**src/rtl/hazard_forward_unit.sv**
```systemverilog
// hazard_forward_unit: decode-stage forwarding selects, load-use stall and WB write control; ports clk, reset (sync active-low), ins/ins_valid/interrupt in, mux_sel_A/B, imm_sel, stall, wb_we, wb_addr out
module hazard_forward_unit (
  input  logic       clk,
  input  logic       reset,
  input  logic [23:0] ins,
  input  logic       ins_valid,
  input  logic       interrupt,
  output logic [1:0] mux_sel_A,
  output logic [1:0] mux_sel_B,
  output logic       imm_sel,
  output logic       stall,
  output logic       wb_we,
  output logic [2:0] wb_addr
);
  logic [3:0] op;
  logic [2:0] rd, rs1, rs2;
  logic is_r, is_i, is_ld, is_st, rd_a, rd_b, wr, bubble, unused;
  logic ex_v_q, ex_v_d, ex_ld_q, ex_ld_d, dm_v_q, dm_v_d, wb_v_q, wb_v_d;
  logic [2:0] ex_rd_q, ex_rd_d, dm_rd_q, dm_rd_d, wb_rd_q, wb_rd_d;

  function automatic logic [1:0] fwd(input logic [2:0] s, input logic exv, input logic [2:0] exr,
                                     input logic exl, input logic dmv, input logic [2:0] dmr,
                                     input logic wbv, input logic [2:0] wbr);
    return s == 3'd0 ? 2'b00 :
           exv && exr == s && !exl ? 2'b01 :
           dmv && dmr == s ? 2'b10 :
           wbv && wbr == s ? 2'b11 : 2'b00;
  endfunction

  assign unused = ^ins[10:0];

  always_comb begin
    op = ins[23:20];
    rd = ins[19:17];
    rs1 = ins[16:14];
    rs2 = ins[13:11];
    is_r = op != 4'd0 && !op[3];
    is_i = op[3:2] == 2'b10;
    is_ld = op == 4'hc;
    is_st = op == 4'hd;
    rd_a = ins_valid && (is_r || is_i || is_ld || is_st);
    rd_b = ins_valid && (is_r || is_st);
    wr = ins_valid && (is_r || is_i || is_ld) && rd != 3'd0;
    imm_sel = ins_valid && (is_i || is_ld || is_st);
    mux_sel_A = rd_a ? fwd(rs1, ex_v_q, ex_rd_q, ex_ld_q, dm_v_q, dm_rd_q, wb_v_q, wb_rd_q) : 2'b00;
    mux_sel_B = rd_b ? fwd(rs2, ex_v_q, ex_rd_q, ex_ld_q, dm_v_q, dm_rd_q, wb_v_q, wb_rd_q) : 2'b00;
    stall = ex_v_q && ex_ld_q && ex_rd_q != 3'd0 &&
            ((rd_a && rs1 == ex_rd_q) || (rd_b && rs2 == ex_rd_q));
    // interrupt and stall both inject a bubble; interrupt additionally kills DM
    bubble = interrupt || stall;
    ex_v_d = !bubble && wr;
    ex_rd_d = ex_v_d ? rd : 3'd0;
    ex_ld_d = ex_v_d && is_ld;
    dm_v_d = !interrupt && ex_v_q;
    dm_rd_d = ex_rd_q;
    wb_v_d = dm_v_q;
    wb_rd_d = dm_rd_q;
    wb_we = wb_v_q;
    wb_addr = wb_rd_q;
  end

  always_ff @(posedge clk) begin
    if (!reset) begin
      ex_v_q <= 1'b0;
      ex_ld_q <= 1'b0;
      ex_rd_q <= 3'd0;
      dm_v_q <= 1'b0;
      dm_rd_q <= 3'd0;
      wb_v_q <= 1'b0;
      wb_rd_q <= 3'd0;
    end else begin
      ex_v_q <= ex_v_d;
      ex_ld_q <= ex_ld_d;
      ex_rd_q <= ex_rd_d;
      dm_v_q <= dm_v_d;
      dm_rd_q <= dm_rd_d;
      wb_v_q <= wb_v_d;
      wb_rd_q <= wb_rd_d;
    end
  end
endmodule
```
**config.mk**
```make
export PLATFORM = sky130hd
export DESIGN_NAME = hazard_forward_unit
export DESIGN_NICKNAME = d
export VERILOG_FILES = /design/src/rtl/hazard_forward_unit.sv
export SDC_FILE = /design/constraint.sdc
export NUM_CORES = 1
export LEC_CHECK = 0
export CAP_MARGIN = 20
export CELL_PAD_IN_SITES_DETAIL_PLACEMENT = 1
export CELL_PAD_IN_SITES_GLOBAL_PLACEMENT = 2
export CORE_MARGIN = 5
export CORE_UTILIZATION = 22
export DETAILED_ROUTE_END_ITERATION = 6
export HOLD_SLACK_MARGIN = 0.05
export PLACE_DENSITY = 0.81
export SYNTH_ARGS = -nofsm -noshare
export SYNTH_HDL_FRONTEND = slang
export SYNTH_SLANG_ARGS = --single-unit
```
**constraint.sdc**
```tcl
create_clock -name clk -period 1.64 [get_ports clk]
set_input_delay 0.164 -clock clk [delete_from_list [all_inputs] [get_ports clk]]
set_output_delay 0.164 -clock clk [all_outputs]
set_load 0.01 [all_outputs]
```
==> impl_metrics.env <==
export IMPL_synth_nets=112
export IMPL_skew_ps=4.973
export IMPL_core_sq_um=3416
export IMPL_crit_type="in -> out"
export IMPL_worst_hold_slack_ps=347.3
export IMPL_postRouteAntennaNets=0
export IMPL_multiInputGateArea_sq_um=616.8
export IMPL_p_switching_mw=0.1949
export IMPL_yosysTopAreaCellShare_pct=32.96
export IMPL_initial_core_util_pct=23.11
export IMPL_powerDensity_nw_per_um2=497.1
export IMPL_synth_edf_count=0
export IMPL_hold_class="in -> reg"
export IMPL_rows=21
export IMPL_cp_endpoint="mux_sel_A[0]"
export IMPL_die_area_sq_um=4887
export IMPL_synth_compound_area_share_pct=14.74
export IMPL_synth_common_cells="dfxtp_1 (13), xnor2_1 (12), and2_1 (8)"
export IMPL_synth_simple_gate_area_share_pct=31.85
export IMPL_dr_pass1_iters=3
export IMPL_cts_root_buf="clkbuf_4"
export IMPL_drive_gt1_share_pct=47.86
export IMPL_cts_inserted_buffers=3
export IMPL_numPortBuffers=26
export IMPL_cts_sinks=13
export IMPL_grt_use_total_pct=11.55
export IMPL_clockBufferDepth=2
export IMPL_muxShareOfSynthArea_pct=0
export IMPL_report_final_slew_viol_count=0
export IMPL_die_w_um=69.91
export IMPL_num_vias=835
export IMPL_htree_levels=1
export IMPL_yosysWarnings=0
export IMPL_dp_slack_ps=-665.5
export IMPL_finalSetupViolCount=2
export IMPL_syn_area_sq_um=789.5
export IMPL_grt_max_degree=9
export IMPL_grt_ovfl_total=0
export IMPL_synth_most_common_cell="dfxtp_1"
export IMPL_internal_power_mw=0.5036
export IMPL_hpwl_um=2085
export IMPL_failed_checks="negative setup slack"
export IMPL_synth_seq_cells=13
export IMPL_die_h_um=69.91
export IMPL_slew_headroom_pct=76.31
export IMPL_ys_types=30
export IMPL_fillerInstances=407
export IMPL_synth_area_per_cell_sq_um=9.399
export IMPL_pwr_share_comb_pct=24.6
export IMPL_rr_worst_depth=7
export IMPL_dr_first_iter_drc_count=13
export IMPL_antennaDiodeCount=0
export IMPL_final_area_sq_um=1405
export IMPL_hold_buffers=0
export IMPL_clk_latency_ps=290
export IMPL_cts_tree="done"
export IMPL_routed_wl_um=2671
export IMPL_synthTopCellsByArea="dfxtp_1 (33%), xnor2_1 (13%), xor2_1 (6.7%), and2_1 (6.3%), nand4_1 (3.2%)"
export IMPL_path_max_fanout=4
export IMPL_p_total_mw=0.6985
export IMPL_fin_crit_sh_pct=100.3
export IMPL_yosysSeqAreaShare_pct=32.96
export IMPL_dpl_cell_area_sq_um=1265
export IMPL_place_congestion=0.7510
export IMPL_swShare_pct=27.90
export IMPL_viasPerCell=4.489
export IMPL_fin_ws_ps=-5.030
export IMPL_area_growth_pct=77.97
export IMPL_power_leakage_nw=0.5797
export IMPL_cp_arrival_ps=1480
export IMPL_yosysTopAreaCell="dfxtp_1"
export IMPL_synth_flop_cell="dfxtp_1"
export IMPL_cap_viol_max_count=0
export IMPL_grt_pass1_vias=975
export IMPL_yosys_area_share_adder_pct=0
export IMPL_finalNonFillerCells=186
export IMPL_peakVddDrop_v=0.0002550
export IMPL_drc=0
export IMPL_synth_top_family_by_area="simple AND/OR/NAND/NOR gates"
export IMPL_endpoint_kind="primary output"
export IMPL_ys_async_sr_fraction_pct=0
export IMPL_hold_violations=0
export IMPL_seq_area_sq_um=274.0
export IMPL_wl_per_cell_um=14.36
export IMPL_setup_worst_path_start="ins[21]"
export IMPL_power_share_sequential_pct=46.6
export IMPL_pin_count=38
export IMPL_grt_pass1_wl_um=4478
export IMPL_worstMarginPinSlew_ps=354.2
export IMPL_rsz0062_at_grt="true"
export IMPL_rr_startpoint="dm_rd_d[2]"
export IMPL_layout_min_cycle_time_ps=1645
export IMPL_clkPwrFrac_pct=28.8
export IMPL_layout_nets=169
export IMPL_grt_antenna_before_repair=0
export IMPL_dp_cells=177
export IMPL_cp_required_ps=1480
export IMPL_worstSetupStartpointType="input pin"
export IMPL_syn_inst=84
export IMPL_clk_pin_slew_ps=70
export IMPL_outcome="complete, but fails checks"
export IMPL_synth_xor_area_share_pct=19.97
export IMPL_fmax_ghz=0.6079
export IMPL_r2r_end="ex_ld_q"
export IMPL_reg2reg_slack_ps=100
==> worst min path at each step <==
stage               slack, ps     from          to  cells after the start
floorplan                 280  ins[17]  dm_rd_d[0]                      2
finish                    350  ins[20]     ex_ld_q                      5
detailed placement        510   dm_v_q       wb_we                      1
global route              370  ins[20]     ex_ld_q                      5
global placement          500   dm_v_q       wb_we                      1
CTS                       330  ins[20]     ex_ld_q                      5
==> registers in the layout, indices dropped and copies added (netlist names) <==
signal / cells
ex_v_q: 1
ex_ld_q: 1
wb_addr: 3
wb_we: 1
dm_rd_q: 3
dm_v_q: 1
dm_rd_d: 3
==> per-stage QoR <==
| stage | setup TNS [ps] | util, % |
|---|---|---|
| after floorplan | 0 | - |
| after global routing | -277.3 | 41.14 |
| after detailed placement | -4284 | 37.03 |
| final | -8.208 | 41.14 |
| after global placement | -3679 | 37.03 |
| after CTS | -13.08 | 39.30 |
==> power by group through the flow <==
stage                     Sequential [mW]  Combinational (mW)  Clock (mW)
after floorplan                     0.333              0.0582           0
after global placement              0.333               0.153           0
after global routing                0.326               0.186       0.226
after CTS                           0.326               0.162       0.211
final                               0.325               0.172       0.201
after detailed placement            0.333               0.160           0
==> layout by cell type (no fill, tap or decap), types with 3 or more instances in the layout <==
| cell type | Yosys | layout |
|---|---|---|
| and2_1 | 8 | 8 |
| buf_2 | 0 | 5 |
| buf_4 | 0 | 25 |
| clkbuf_4 | 0 | 3 |
| clkdlybuf4s50_1 | 0 | 10 |
| dfxtp_1 | 13 | 4 |
| dfxtp_2 | 0 | 8 |
| dlygate4sd2_1 | 0 | 9 |
| nand2_1 | 5 | 5 |
| nand4_1 | 4 | 4 |
| nor2_1 | 6 | 5 |
| nor2b_1 | 3 | 3 |
| xnor2_1 | 12 | 8 |
| xnor2_2 | 0 | 4 |
| xor2_1 | 6 | 5 |
==> critical path, stage by stage <==
cell	delay, ps
clkdlybuf4s15_2	210
or4_4	520
and3_4	200
o31ai_2	70
o21ba_1	180
buf_2	140
==> logic make-up (layout without fill, tap and decap cells) <==
group | Yosys count | count (layout)
flops | 13 | 13
xor+xnor | 18 | 18
simple gates | 39 | 39
buf+inv | 1 | 57
compound gates | 13 | 13
==> repair_timing <==
item                       4_1_cts  5_1_grt
resized for setup               54        9
setup endpoints to repair        7        5
pin swaps                       12       11
setup buffers                    3        2
==> area by class of cell <==
class                   instances  area share (%)
clock buffers                   3           1.603
clock inverters                 1          0.3562
inverters                       1          0.2671
multi-input cells              70           43.90
flip-flops and latches         13           19.50
well taps                      46           4.096
repair buffers                 52           30.28
==> routing by layer <==
metal	GRT usage [%]	wire length [um]	share of wire [%]
met4	7.872	104	3.9
met3	2.152	67	2.5
met5	0	0	0
met1	12.01	1057	40
met2	20.78	1442	54
No activity file was read; power rests on OpenSTA's default activity.
